File: config.mk
export PLATFORM = sky130hd
export DESIGN_NAME = pipe_hazard_ctrl_flat
export DESIGN_NICKNAME = d
export VERILOG_FILES = /design/src/rtl/pipe_hazard_ctrl_if.sv /design/src/rtl/pipe_hazard_ctrl.sv /design/src/flat_wrapper.sv
export SDC_FILE = /design/constraint.sdc
export NUM_CORES = 1
export LEC_CHECK = 0
export BUFFER_PORTS_ARGS = -buffer_cell sky130_fd_sc_hd__buf_2
export CAP_MARGIN = 20
export CORE_ASPECT_RATIO = 1.75
export CORE_MARGIN = 2
export CORE_UTILIZATION = 50
export CTS_CLUSTER_DIAMETER = 100
export DETAILED_ROUTE_END_ITERATION = 16
export GPL_TIMING_DRIVEN = 0
export MAX_ROUTING_LAYER = met4
export PLACE_DENSITY = 0.79
export SYNTH_ARGS = -nofsm -noshare
export SYNTH_HDL_FRONTEND = slang
export SYNTH_SLANG_ARGS = --single-unit
File: constraint.sdc
create_clock -name clock -period 4.4 [get_ports clock]
set_input_delay 0.44 -clock clock [delete_from_list [all_inputs] [get_ports clock]]
set_output_delay 0.44 -clock clock [all_outputs]
set_load 0.01 [all_outputs]
File: src/rtl/pipe_hazard_ctrl_if.sv
// Hazard-controller bundle: ID/EX/MEM status toward the sequencer and the
// per-stage enable/flush controls back to the pipeline registers.
interface pipe_hazard_ctrl_if #(
  parameter int RA_W  = 5,
  parameter int CNT_W = 16
);
  logic [RA_W-1:0]  id_rs1;
  logic [RA_W-1:0]  id_rs2;
  logic             id_use_rs1;
  logic             id_use_rs2;
  logic             ex_valid;
  logic [RA_W-1:0]  ex_rd;
  logic             ex_is_load;
  logic             ex_multi;
  logic             ex_br_taken;
  logic             mem_req;
  logic             mem_ready;
  logic             en_pc;
  logic             en_ifid;
  logic             en_idex;
  logic             en_exmem;
  logic             en_memwb;
  logic             flush_ifid;
  logic             flush_idex;
  logic             flush_exmem;
  logic             busy_multi;
  logic [CNT_W-1:0] stall_cycles;

  modport master (
    output id_rs1, id_rs2, id_use_rs1, id_use_rs2, ex_valid, ex_rd,
           ex_is_load, ex_multi, ex_br_taken, mem_req, mem_ready,
    input  en_pc, en_ifid, en_idex, en_exmem, en_memwb,
           flush_ifid, flush_idex, flush_exmem, busy_multi, stall_cycles
  );

  modport slave (
    input  id_rs1, id_rs2, id_use_rs1, id_use_rs2, ex_valid, ex_rd,
           ex_is_load, ex_multi, ex_br_taken, mem_req, mem_ready,
    output en_pc, en_ifid, en_idex, en_exmem, en_memwb,
           flush_ifid, flush_idex, flush_exmem, busy_multi, stall_cycles
  );
endinterface

File: src/rtl/pipe_hazard_ctrl.sv
// Pipeline sequencer for the 5-stage core: load-use stalls, branch squashes,
// multi-cycle EX occupancy, data-memory wait states and a stall-cycle counter.
module pipe_hazard_ctrl #(
  parameter int RA_W      = 5,
  parameter int EX_CYCLES = 4,
  parameter int CNT_W     = 16
) (
  input  logic              clock,
  input  logic              reset_,
  pipe_hazard_ctrl_if.slave bus
);

  localparam int CW = (EX_CYCLES > 2) ? $clog2(EX_CYCLES) : 1;

  typedef enum logic [0:0] {
    ST_RUN   = 1'b0,
    ST_MULTI = 1'b1
  } state_t;

  state_t           state_q, state_d;
  logic [CW-1:0]    cnt_q, cnt_d;
  logic [CNT_W-1:0] stall_cycles_q, stall_cycles_d;

  logic en_pc_s, en_ifid_s, en_idex_s, en_exmem_s, en_memwb_s;
  logic flush_ifid_s, flush_idex_s, flush_exmem_s;
  logic mem_wait_s, load_use_s;

  assign mem_wait_s = bus.mem_req & ~bus.mem_ready;

  // x0 is hard-wired zero, so a load targeting it never creates a hazard
  assign load_use_s = bus.ex_valid & bus.ex_is_load &
                      (bus.ex_rd != {RA_W{1'b0}}) &
                      ((bus.id_use_rs1 & (bus.id_rs1 == bus.ex_rd)) |
                       (bus.id_use_rs2 & (bus.id_rs2 == bus.ex_rd)));

  // Prioritised enable/flush decode and next-state logic
  always_comb begin
    en_pc_s       = 1'b1;
    en_ifid_s     = 1'b1;
    en_idex_s     = 1'b1;
    en_exmem_s    = 1'b1;
    en_memwb_s    = 1'b1;
    flush_ifid_s  = 1'b0;
    flush_idex_s  = 1'b0;
    flush_exmem_s = 1'b0;
    state_d       = state_q;
    cnt_d         = cnt_q;

    if (!reset_) begin
      en_pc_s    = 1'b0;
      en_ifid_s  = 1'b0;
      en_idex_s  = 1'b0;
      en_exmem_s = 1'b0;
      en_memwb_s = 1'b0;
    end else if (mem_wait_s) begin
      en_pc_s    = 1'b0;
      en_ifid_s  = 1'b0;
      en_idex_s  = 1'b0;
      en_exmem_s = 1'b0;
      en_memwb_s = 1'b0;
    end else if (state_q == ST_MULTI) begin
      if (cnt_q != {CW{1'b0}}) begin
        en_pc_s       = 1'b0;
        en_ifid_s     = 1'b0;
        en_idex_s     = 1'b0;
        flush_exmem_s = 1'b1;
        cnt_d         = cnt_q - CW'(1);
      end else begin
        state_d = ST_RUN;
      end
    end else if (bus.ex_valid && bus.ex_multi) begin
      // first EX cycle of the op counts toward its occupancy, hence -2
      en_pc_s       = 1'b0;
      en_ifid_s     = 1'b0;
      en_idex_s     = 1'b0;
      flush_exmem_s = 1'b1;
      state_d       = ST_MULTI;
      cnt_d         = CW'(EX_CYCLES - 2);
    end else if (bus.ex_br_taken && !bus.ex_multi) begin
      flush_ifid_s = 1'b1;
      flush_idex_s = 1'b1;
    end else if (load_use_s) begin
      en_pc_s      = 1'b0;
      en_ifid_s    = 1'b0;
      flush_idex_s = 1'b1;
    end else begin
      state_d = state_q;
    end
  end

  // Saturating count of cycles in which the PC is held
  always_comb begin
    stall_cycles_d = stall_cycles_q;
    if (!en_pc_s && (stall_cycles_q != {CNT_W{1'b1}})) begin
      stall_cycles_d = stall_cycles_q + {{(CNT_W-1){1'b0}}, 1'b1};
    end else begin
      stall_cycles_d = stall_cycles_q;
    end
  end

  // State, countdown and stall counter registers
  always_ff @(posedge clock or negedge reset_) begin
    if (!reset_) begin
      state_q        <= ST_RUN;
      cnt_q          <= {CW{1'b0}};
      stall_cycles_q <= {CNT_W{1'b0}};
    end else begin
      state_q        <= state_d;
      cnt_q          <= cnt_d;
      stall_cycles_q <= stall_cycles_d;
    end
  end

  assign bus.en_pc        = en_pc_s;
  assign bus.en_ifid      = en_ifid_s;
  assign bus.en_idex      = en_idex_s;
  assign bus.en_exmem     = en_exmem_s;
  assign bus.en_memwb     = en_memwb_s;
  assign bus.flush_ifid   = flush_ifid_s;
  assign bus.flush_idex   = flush_idex_s;
  assign bus.flush_exmem  = flush_exmem_s;
  assign bus.busy_multi   = (state_q == ST_MULTI);
  assign bus.stall_cycles = stall_cycles_q;

endmodule

File: src/flat_wrapper.sv
// flat-port wrapper written by rule: the top's interface ports become plain ports
module pipe_hazard_ctrl_flat 
#(
  parameter int RA_W      = 5,
  parameter int EX_CYCLES = 4,
  parameter int CNT_W     = 16
)
  (clock, reset_, bus_id_rs1, bus_id_rs2, bus_id_use_rs1, bus_id_use_rs2, bus_ex_valid, bus_ex_rd, bus_ex_is_load, bus_ex_multi, bus_ex_br_taken, bus_mem_req, bus_mem_ready, bus_en_pc, bus_en_ifid, bus_en_idex, bus_en_exmem, bus_en_memwb, bus_flush_ifid, bus_flush_idex, bus_flush_exmem, bus_busy_multi, bus_stall_cycles);
  pipe_hazard_ctrl_if #(.RA_W(RA_W), .CNT_W(CNT_W)) bus_i ();
  input  logic clock;
  input  logic reset_;
  input wire logic [$bits(bus_i.id_rs1)-1:0] bus_id_rs1;
  input wire logic [$bits(bus_i.id_rs2)-1:0] bus_id_rs2;
  input wire logic [$bits(bus_i.id_use_rs1)-1:0] bus_id_use_rs1;
  input wire logic [$bits(bus_i.id_use_rs2)-1:0] bus_id_use_rs2;
  input wire logic [$bits(bus_i.ex_valid)-1:0] bus_ex_valid;
  input wire logic [$bits(bus_i.ex_rd)-1:0] bus_ex_rd;
  input wire logic [$bits(bus_i.ex_is_load)-1:0] bus_ex_is_load;
  input wire logic [$bits(bus_i.ex_multi)-1:0] bus_ex_multi;
  input wire logic [$bits(bus_i.ex_br_taken)-1:0] bus_ex_br_taken;
  input wire logic [$bits(bus_i.mem_req)-1:0] bus_mem_req;
  input wire logic [$bits(bus_i.mem_ready)-1:0] bus_mem_ready;
  output wire logic [$bits(bus_i.en_pc)-1:0] bus_en_pc;
  output wire logic [$bits(bus_i.en_ifid)-1:0] bus_en_ifid;
  output wire logic [$bits(bus_i.en_idex)-1:0] bus_en_idex;
  output wire logic [$bits(bus_i.en_exmem)-1:0] bus_en_exmem;
  output wire logic [$bits(bus_i.en_memwb)-1:0] bus_en_memwb;
  output wire logic [$bits(bus_i.flush_ifid)-1:0] bus_flush_ifid;
  output wire logic [$bits(bus_i.flush_idex)-1:0] bus_flush_idex;
  output wire logic [$bits(bus_i.flush_exmem)-1:0] bus_flush_exmem;
  output wire logic [$bits(bus_i.busy_multi)-1:0] bus_busy_multi;
  output wire logic [$bits(bus_i.stall_cycles)-1:0] bus_stall_cycles;
  assign bus_i.id_rs1 = bus_id_rs1;
  assign bus_i.id_rs2 = bus_id_rs2;
  assign bus_i.id_use_rs1 = bus_id_use_rs1;
  assign bus_i.id_use_rs2 = bus_id_use_rs2;
  assign bus_i.ex_valid = bus_ex_valid;
  assign bus_i.ex_rd = bus_ex_rd;
  assign bus_i.ex_is_load = bus_ex_is_load;
  assign bus_i.ex_multi = bus_ex_multi;
  assign bus_i.ex_br_taken = bus_ex_br_taken;
  assign bus_i.mem_req = bus_mem_req;
  assign bus_i.mem_ready = bus_mem_ready;
  assign bus_en_pc = bus_i.en_pc;
  assign bus_en_ifid = bus_i.en_ifid;
  assign bus_en_idex = bus_i.en_idex;
  assign bus_en_exmem = bus_i.en_exmem;
  assign bus_en_memwb = bus_i.en_memwb;
  assign bus_flush_ifid = bus_i.flush_ifid;
  assign bus_flush_idex = bus_i.flush_idex;
  assign bus_flush_exmem = bus_i.flush_exmem;
  assign bus_busy_multi = bus_i.busy_multi;
  assign bus_stall_cycles = bus_i.stall_cycles;
  pipe_hazard_ctrl #(.RA_W(RA_W), .EX_CYCLES(EX_CYCLES), .CNT_W(CNT_W)) u_core (.clock(clock), .reset_(reset_), .bus(bus_i));
endmodule
* Yosys cells after proc, flatten, opt, wreduce, memory -nomap -nowiden
Index checks and enable logic that the tools add are counted.
** Cells by class
- Add/subtract/negate cells :: 2
- Multiplexer cells :: 32
- Reductions and logical operators :: 10
- Eq/ne operators :: 4
- Bitwise logic cells :: 9
** Operators with widths (count)
- two-way mux 1 bit :: 29
- adder 16 x 1 -> 16 bit, second input constant :: 1
- inequality test 16 bit, second input constant :: 1
- == test 5 bit :: 2
- AND 1 bit :: 6
- two-way mux 2 bit :: 3
- nonzero test 5 bit :: 1
- AND reduction 4 bit :: 1
- nonzero test 2 bit :: 2
- logical AND 1 bit :: 3
- zero test 1 bit :: 2
- inequality test 2 bit, second input constant :: 1
- inverter 1 bit :: 2
- AND reduction 2 bit :: 1
- subtractor 2 x 1 -> 2 bit, second input constant :: 1
- OR 1 bit :: 1
** Word-level totals
- Output and inout port bits :: 25
- Word-level logic and storage cells :: 60
- Bits of input ports :: 25
- Register bits after elaboration :: 19

* Logic depth before layout (Yosys ltp)
Gate-level depths: netlist of the first run.
- Depth after elaboration :: 12
- Mapped depth :: 8
- Mapped depth without buffers :: 7

* Worst setup path after synthesis of the first run
Ideal clock, no wire load.
- Path type :: input port to output port
- From :: input bus_ex_rd[0]
- To :: output bus_en_pc
- Data required time :: 3.960 ns
- Path slack :: 2.228 ns
- Buffers on the path :: 2
- Arrival :: 1.732 ns
- Stages on the path :: 6
- Cell sequence :: or4_1 > o211ai_2 > a221oi_2 > a21boi_4 > buf_6 > buf_4
** On the way
- Cells in the longest elaborated chain, start to end :: 10
- Elaborated cells between the ends (all ways) :: 14
- Classes of those cells :: eq/ne (2); mux (6); bitwise (5); reduce/logical (1)
** RTL lines
- from (decl) :: RTL line flat_wrapper.sv:17 : input wire logic [$bits(bus_i.ex_rd)-1:0] bus_ex_rd;
- == test 5 bit (on tied branches) :: RTL line pipe_hazard_ctrl.sv:33, pipe_hazard_ctrl.sv:34
- AND 1 bit (on tied branches) :: RTL line pipe_hazard_ctrl.sv:33, pipe_hazard_ctrl.sv:34
- OR 1 bit :: RTL line pipe_hazard_ctrl.sv:33 : ((bus.id_use_rs1 & (bus.id_rs1 == bus.ex_rd)) |
- AND 1 bit (*) :: RTL line pipe_hazard_ctrl.sv:32 : (bus.ex_rd != {RA_W{1'b0}}) &
- two-way mux 1 bit (*) (6 in series)
- to (decl) :: RTL line flat_wrapper.sv:23 : output wire logic [$bits(bus_i.en_pc)-1:0] bus_en_pc;
Mark *: on every way between the ends. The rest lies on a longest branch, timed or not.

* Worst setup path in the final report of the first run
- From :: input reset_
- To :: output bus_en_pc
** On the way
- Cells in the longest elaborated chain, start to end :: 1
** RTL lines
- from (decl) :: RTL line flat_wrapper.sv:11 : input logic reset_;
- two-way mux 1 bit :: RTL line pipe_hazard_ctrl.sv:49 : if (!reset_) begin
No other way between the ends.

==> impl_metrics.toml, run 1 <==
[run_status]
outcome = "completed"

[route]
drt_pass1_iterations = 4
drt_wl_total_um = 2650
drt_iter0_drc = 17
vias_per_cell = 5.53
drc_errors = 0
wl_per_cell_um = 13.2
num_vias = 1112
ant_nets = 0

[setup_path]
crit_path_end = "bus_en_pc"
reg2regPathDepth = 8
r2r_slack_ns = 2.18
critPathBufInv = 4
cp-start-kind = "input port"
critPathArrivalTime_ns = 2.11
path_cells = "buf_2 > o21ai_0 > nor2_1 > a21boi_4 > buf_6 > buf_4 > buf_2"
cpMostUsedCell = "buf_2"
cp_max_fo = 20
critPathTopFamily = "buffers and inverters"
rr_startpoint = "u_core.bus.stall_cycles[0]"
worstPathRequired_ns = 3.96
cpMaxStageDelayCell = "buf_2"
end_kind = "primary output"
crit_type = "input port to primary output"
r2r-end = "u_core.bus.stall_cycles[15]"
timing.critical_path.from = "reset_"
crit_cells = 7
cpPeakStageDelay_ns = 0.36

[global_routing]
grt_max_degree = 21
antenna_found_initial = 0
gr-total-overflow = 0
grt_pass1_vias = 1013
track_usage_pct = 21.8
grt_pass1_wl_um = 4070

[synthesis]
synth-seq-cells = 19
synth-seq-area-share_pct = 40.5
synth_edf_count = 0
yosysWarningCount = 0
synthCells = 123
syn_nets = 150
synth_ff_type = "dfrtp_1"
syn_area_per_cell_um2 = 9.55
synthesis.area_um2 = 1170
async_flop_share_pct = 100
synth_cell_type_count = 31

[job]
cap_viol_max_count = 0

[pwr]
finalPower_mw = 0.822
power.density_nw_per_um2 = 549
leakagePower_nw = 0.746
vdd_drop_max_uv = 397

[place]
globalplace.congestion = 0.741
io_buffers = 49
hpwl_um = 2110

[final_layout]
area.growth.synth_to_final_pct = 27.4
nets = 204
drive_gt1_share_pct = 35.2
fillers = 200
diodes = 0

[clocking]
cts.sinks = 19
cts_buffers = 3
cts_tree = "yes"
cts_max_path_buffers = 2
postCtsSetupBuffers = 0
cts.clk_slew.worst_paths_ns = 0.07
clock_latency_ns = 0.25
root_buffer = "clkbuf_8"
holdBufCountCts = 0
cts_resized = 0
ctsHtreeMaxLevel = 1

[sta]
maxSlewHeadroom_pct = 64.7
rsz0062_at_grt = "false"
skew_ns = 0.00339
tightest_slew_ns = 0.525
setup_viol = 0
fin_crit_ns = 2.55
fmax_ghz = 0.392
fin_crit_sh_pct = 58.0
hold_viol = 0
final.setup.tns_ns = 0
maxSlewViolCount = 0

[die]
coreArea_um2 = 2270
num_io_pins = 50
die_w_um = 40.6
rows = 23
start_util_pct = 51.7
die_y_um = 68.1
dieArea_um2 = 2770

[hold_path]
hp-class = "input port to asynchronous set/reset pin"
cells by family (layout without fill, tap and decap cells):
kind of cell | after synthesis | count (layout) | share of synthesized area, %
xor+xnor | 24 | 24 | 17.9
simple gates | 54 | 54 | 24.8
fa+ha+maj | 2 | 2 | 2.13
compound gates | 9 | 9 | 6.60
flops | 19 | 19 | 40.5
buf+inv | 13 | 66 | 5.54
mux | 2 | 2 | 2.56
Yosys cell counts, drive strengths merged, types with 2 or more instances:
cell,n,area (µm²)
dfrtp,19,475
and3,2,12.5
xor2,14,123
nand3,5,25.0
nor3,9,45.0
buf,4,31.3
o21ai,3,15.0
xnor2,10,87.6
ha,2,25.0
nand2,12,45.0
mux2,2,30.0
nor2,7,28.8
inv,8,30.0
and4,2,17.5
a21oi,2,10.0
nand4,7,43.8
nor4b,3,26.3
nor4,2,12.5
stage by stage:
stage	instances	hold slack [ns]	area (µm²)	worst slack [ns]	util, %
after global routing	201	0.153	1500	1.63	65.8
after floorplan	123	0.144	1170	2.23	-
final	201	0.121	1500	1.85	65.8
after detailed placement	197	0.407	1450	1.81	63.8
after global placement	197	0.401	1450	1.84	63.8
after CTS	201	0.141	1500	1.80	65.8
worst min-delay path by stage:
stage / start / end / cells past startpoint
detailed placement: reset_ / u_core.bus.stall_cycles[2] / 1
CTS: reset_ / u_core.bus.stall_cycles[2] / 1
floorplan: reset_ / u_core.bus.busy_multi / 0
global route: reset_ / u_core.bus.stall_cycles[10] / 1
global placement: reset_ / u_core.bus.stall_cycles[2] / 1
finish: reset_ / u_core.bus.stall_cycles[2] / 1
placed cells by master, fill, tap and decap left out:
master and instances:
a21oi_1 2, or4_1 1, and4_1 2, nor2_2 1, nor3_1 9, nand3_1 5
a221oi_2 1, clkbuf_8 3, ha_1 2, buf_2 50, nand4_1 7, xor2_1 14
o22ai_1 1, nand2_1 12, clkbuf_1 2, nor4b_1 3, mux2_4 2, dfrtp_1 19
inv_1 8, xnor2_1 10, buf_4 2, o211ai_2 1, nor4_1 2, o21ai_0 3
nand3b_1 1, nor3b_1 1, nor2_1 6, a21boi_4 1, and3_1 2, nor2b_1 1
or3_1 1, buf_6 1
sequential cells by signal, summed over array words and instances, names as in the netlist:
name	cells
u_core.bus.busy_multi	1
u_core.bus.stall_cycles	16
u_core.cnt_q	2
worst register-to-register path, stage by stage (launching register included):
cell     delay (ns)
dfrtp_1        0.43
ha_1           0.22
and4_1         0.25
and3_1         0.24
nand2_1        0.10
nor2_1         0.33
buf_2          0.29
nor3_1         0.10
xor2_1         0.15
per-layer routing:
layer	GRT usage (%)	wire (µm)	vias up
met4	7.50	34	0
met5	-	0	-
li1	-	-	532
met1	21.3	958	537
met3	1.95	152	4
met2	41.1	1510	39
area by class of cell:
class | count | area (µm²) | share of cell area [%]
clock buffer | 4 | 45.0 | 3.01
buffer | 5 | 35.0 | 2.34
tap | 25 | 31.3 | 2.09
multi-input combinational | 91 | 634 | 42.4
inverter | 8 | 30.0 | 2.01
timing repair buffer | 49 | 245 | 16.4
sequential | 19 | 475 | 31.8
report_power, final:
part | switching (mW) | internal [mW]
clock | 0.0516 | 0.0641
combinational | 0.193 | 0.173
sequential | 0.0901 | 0.250
total | 0.335 | 0.487
Power figures use the tool's default switching activity.
==> run 2, diff against run 1 <==
--- a/config.mk
+++ b/config.mk
@@ -9,12 +9,12 @@
 export CAP_MARGIN = 20
 export CORE_ASPECT_RATIO = 1.75
 export CORE_MARGIN = 2
-export CORE_UTILIZATION = 50
+export CORE_UTILIZATION = 42
 export CTS_CLUSTER_DIAMETER = 100
 export DETAILED_ROUTE_END_ITERATION = 16
 export GPL_TIMING_DRIVEN = 0
 export MAX_ROUTING_LAYER = met4
-export PLACE_DENSITY = 0.79
+export PLACE_DENSITY = 0.71
 export SYNTH_ARGS = -nofsm -noshare
 export SYNTH_HDL_FRONTEND = slang
 export SYNTH_SLANG_ARGS = --single-unit
==> constraint.sdc (replaced) <==
create_clock -name clock -period 2.28 [get_ports clock]
set_input_delay 0.228 -clock clock [delete_from_list [all_inputs] [get_ports clock]]
set_output_delay 0.228 -clock clock [all_outputs]
set_load 0.01 [all_outputs]
==> run 2 against run 1 <==
  * Core utilization shrank 7.7 points
  * Count of clock-buffer cells in the layout is the same
  * Hold slack gained 0.32 ns
  * Global-route usage shrank 3.7 points
  * Via count shrank 1.2%
  * Clock skew shrank 0.0016 ns
  * Die area grew 17%
  * First-iteration DRC count grew 24%
  * Sequential cell count is the same
  * Critical endpoint unchanged
  * Highest routed layer unchanged
==> impl_metrics.toml, run 2 (synthesis results as in run 1) <==
[clocking]
cts_tree = "yes"
cts_max_path_buffers = 2
cts_buffers = 3
root_buffer = "clkbuf_8"
cts.sinks = 19
clock_latency_ns = 0.26
ctsHtreeMaxLevel = 1
cts.clk_slew.worst_paths_ns = 0.07

[pwr]
sw_frac_of_total_pct = 40.9
internal_power_mw = 0.983
power.switching_mw = 0.679
p_comb_share_pct = 45.6
seq_power_share_pct = 39.9
leakagePower_nw = 0.787
vdd_drop_max_uv = 694
power.density_nw_per_um2 = 1060
clockPowerShare_pct = 14.5

[global_routing]
grt_max_degree = 20
track_usage_pct = 18.1
gr-total-overflow = 0
antenna_found_initial = 0
grt_pass1_vias = 1027
grt_pass1_wl_um = 4330

[die]
dieArea_um2 = 3250
start_util_pct = 43.7
num_io_pins = 50
die_w_um = 44.0
rows = 25
coreArea_um2 = 2690
die_y_um = 74.0

[run_status]
outcome = "completed"

[sta]
setup_viol = 0
skew_ns = 0.00176
rsz0062_at_grt = "false"
hold_viol = 0
maxSlewHeadroom_pct = 41.7
fin_crit_ns = 2.11
fin_crit_sh_pct = 92.6
final.setup.tns_ns = 0
fmax_ghz = 0.474
tightest_slew_ns = 0.872
maxSlewViolCount = 0

[final_layout]
nets = 212
regArea_um2 = 475
diodes = 0
multi_input_area_um2 = 637
final_common_cell = "buf_2"
drive_gt1_share_pct = 38.0
area.growth.synth_to_final_pct = 33.1
final_cell_mix = "buf_2 (50), dfrtp_1 (19), xor2_1 (14), nand2_1 (12), xnor2_1 (10)"
largest_reg_flops = 16
fillers = 234
final_cell_count_no_fill = 211

[place]
hpwl_um = 2120
io_buffers = 49
placed_cells = 199
globalplace.congestion = 0.789

[job]
cap_viol_max_count = 0

[setup_path]
rr_startpoint = "u_core.bus.stall_cycles[0]"
cp_max_fo = 8
critPathArrivalTime_ns = 1.88
end_kind = "primary output"
timing.critical_path.from = "u_core.cnt_q[0]"
cp-start-kind = "flop"
worstPathRequired_ns = 2.05
crit_type = "flop to primary output"

[route]
drt_pass1_iterations = 4
drt_wl_total_um = 2880
ant_nets = 0
wl_per_cell_um = 13.7
vias_per_cell = 5.21
drt_iter0_drc = 21
drc_errors = 0
num_vias = 1099

[hold_path]
hp-start = "reset_"
hp-class = "input port to flop"
-- run 2: power groups by stage --
stage	clock (mW)	sequential, mW	combinational (mW)
4_1_cts	0.238	0.661	0.713
5_1_grt	0.253	0.685	0.837
3_5_place_dp	0	0.667	0.706
2_1_floorplan	0	0.692	0.391
3_3_place_gp	0	0.654	0.687
6_report	0.241	0.664	0.758
-- run 2: stage by stage --
| step | util, % | hold slack (ns) | power [mW] | worst slack, ns | instance area (µm²) |
|---|---|---|---|---|---|
| global placement | 54.0 | 0.190 | 1.34 | 0.112 | 1450 |
| detailed placement | 54.0 | 0.199 | 1.37 | 0.0828 | 1450 |
| finish | 58.1 | 0.437 | 1.66 | 0.168 | 1560 |
| global route | 58.1 | 0.477 | 1.78 | 0.00904 | 1560 |
| floorplan | - | -0.0676 | 1.08 | 0.361 | 1170 |
| CTS | 56.1 | 0.443 | 1.61 | 0.0873 | 1510 |
-- run 2: layout make-up --
class | instances | area share (%)
plain buffers | 5 | 2.24
clock buffers | 4 | 2.88
inverters | 8 | 1.92
multi-input cells | 91 | 40.7
flip-flops and latches | 19 | 30.4
well taps | 27 | 2.16
repair buffers | 57 | 19.7
-- run 2: worst paths after layout --
kind | to | slack [ns] | cells after the start
worst min register to register | u_core.bus.stall_cycles[15] | 0.50 | 1
worst max-delay path | bus_en_pc | 0.17 | 8
max in group asynchronous | u_core.bus.busy_multi | 1.10 | 2
worst min-delay path | u_core.bus.busy_multi | 0.44 | 3
min in group asynchronous | u_core.bus.stall_cycles[15] | 0.64 | 2
worst max register to register | u_core.bus.stall_cycles[15] | 0.17 | 8
-- run 2: repair_timing --
action / in CTS / in global routing
hold endpoints to repair: 19 / 0
endpoints found under the setup margin: 0 / 11
setup buffers: 0 / 7
gates resized for setup: 0 / 1
hold buffers: 1 / 0
-- run 2: critical path, cell delays in order, from the launching register on --
cell	delay, ns
dfrtp_1	0.38
inv_1	0.08
ha_1	0.18
o21ai_0	0.12
nor2_1	0.20
a21boi_4	0.29
buf_6	0.16
buf_4	0.10
buf_2	0.11
-- run 2: routing by layer --
metal | track usage [%] | part of all wire (%)
met1 | 21.3 | 41
met2 | 31.2 | 50
met3 | 1.70 | 7.1
met4 | 7.07 | 1.5
met5 | - | 0
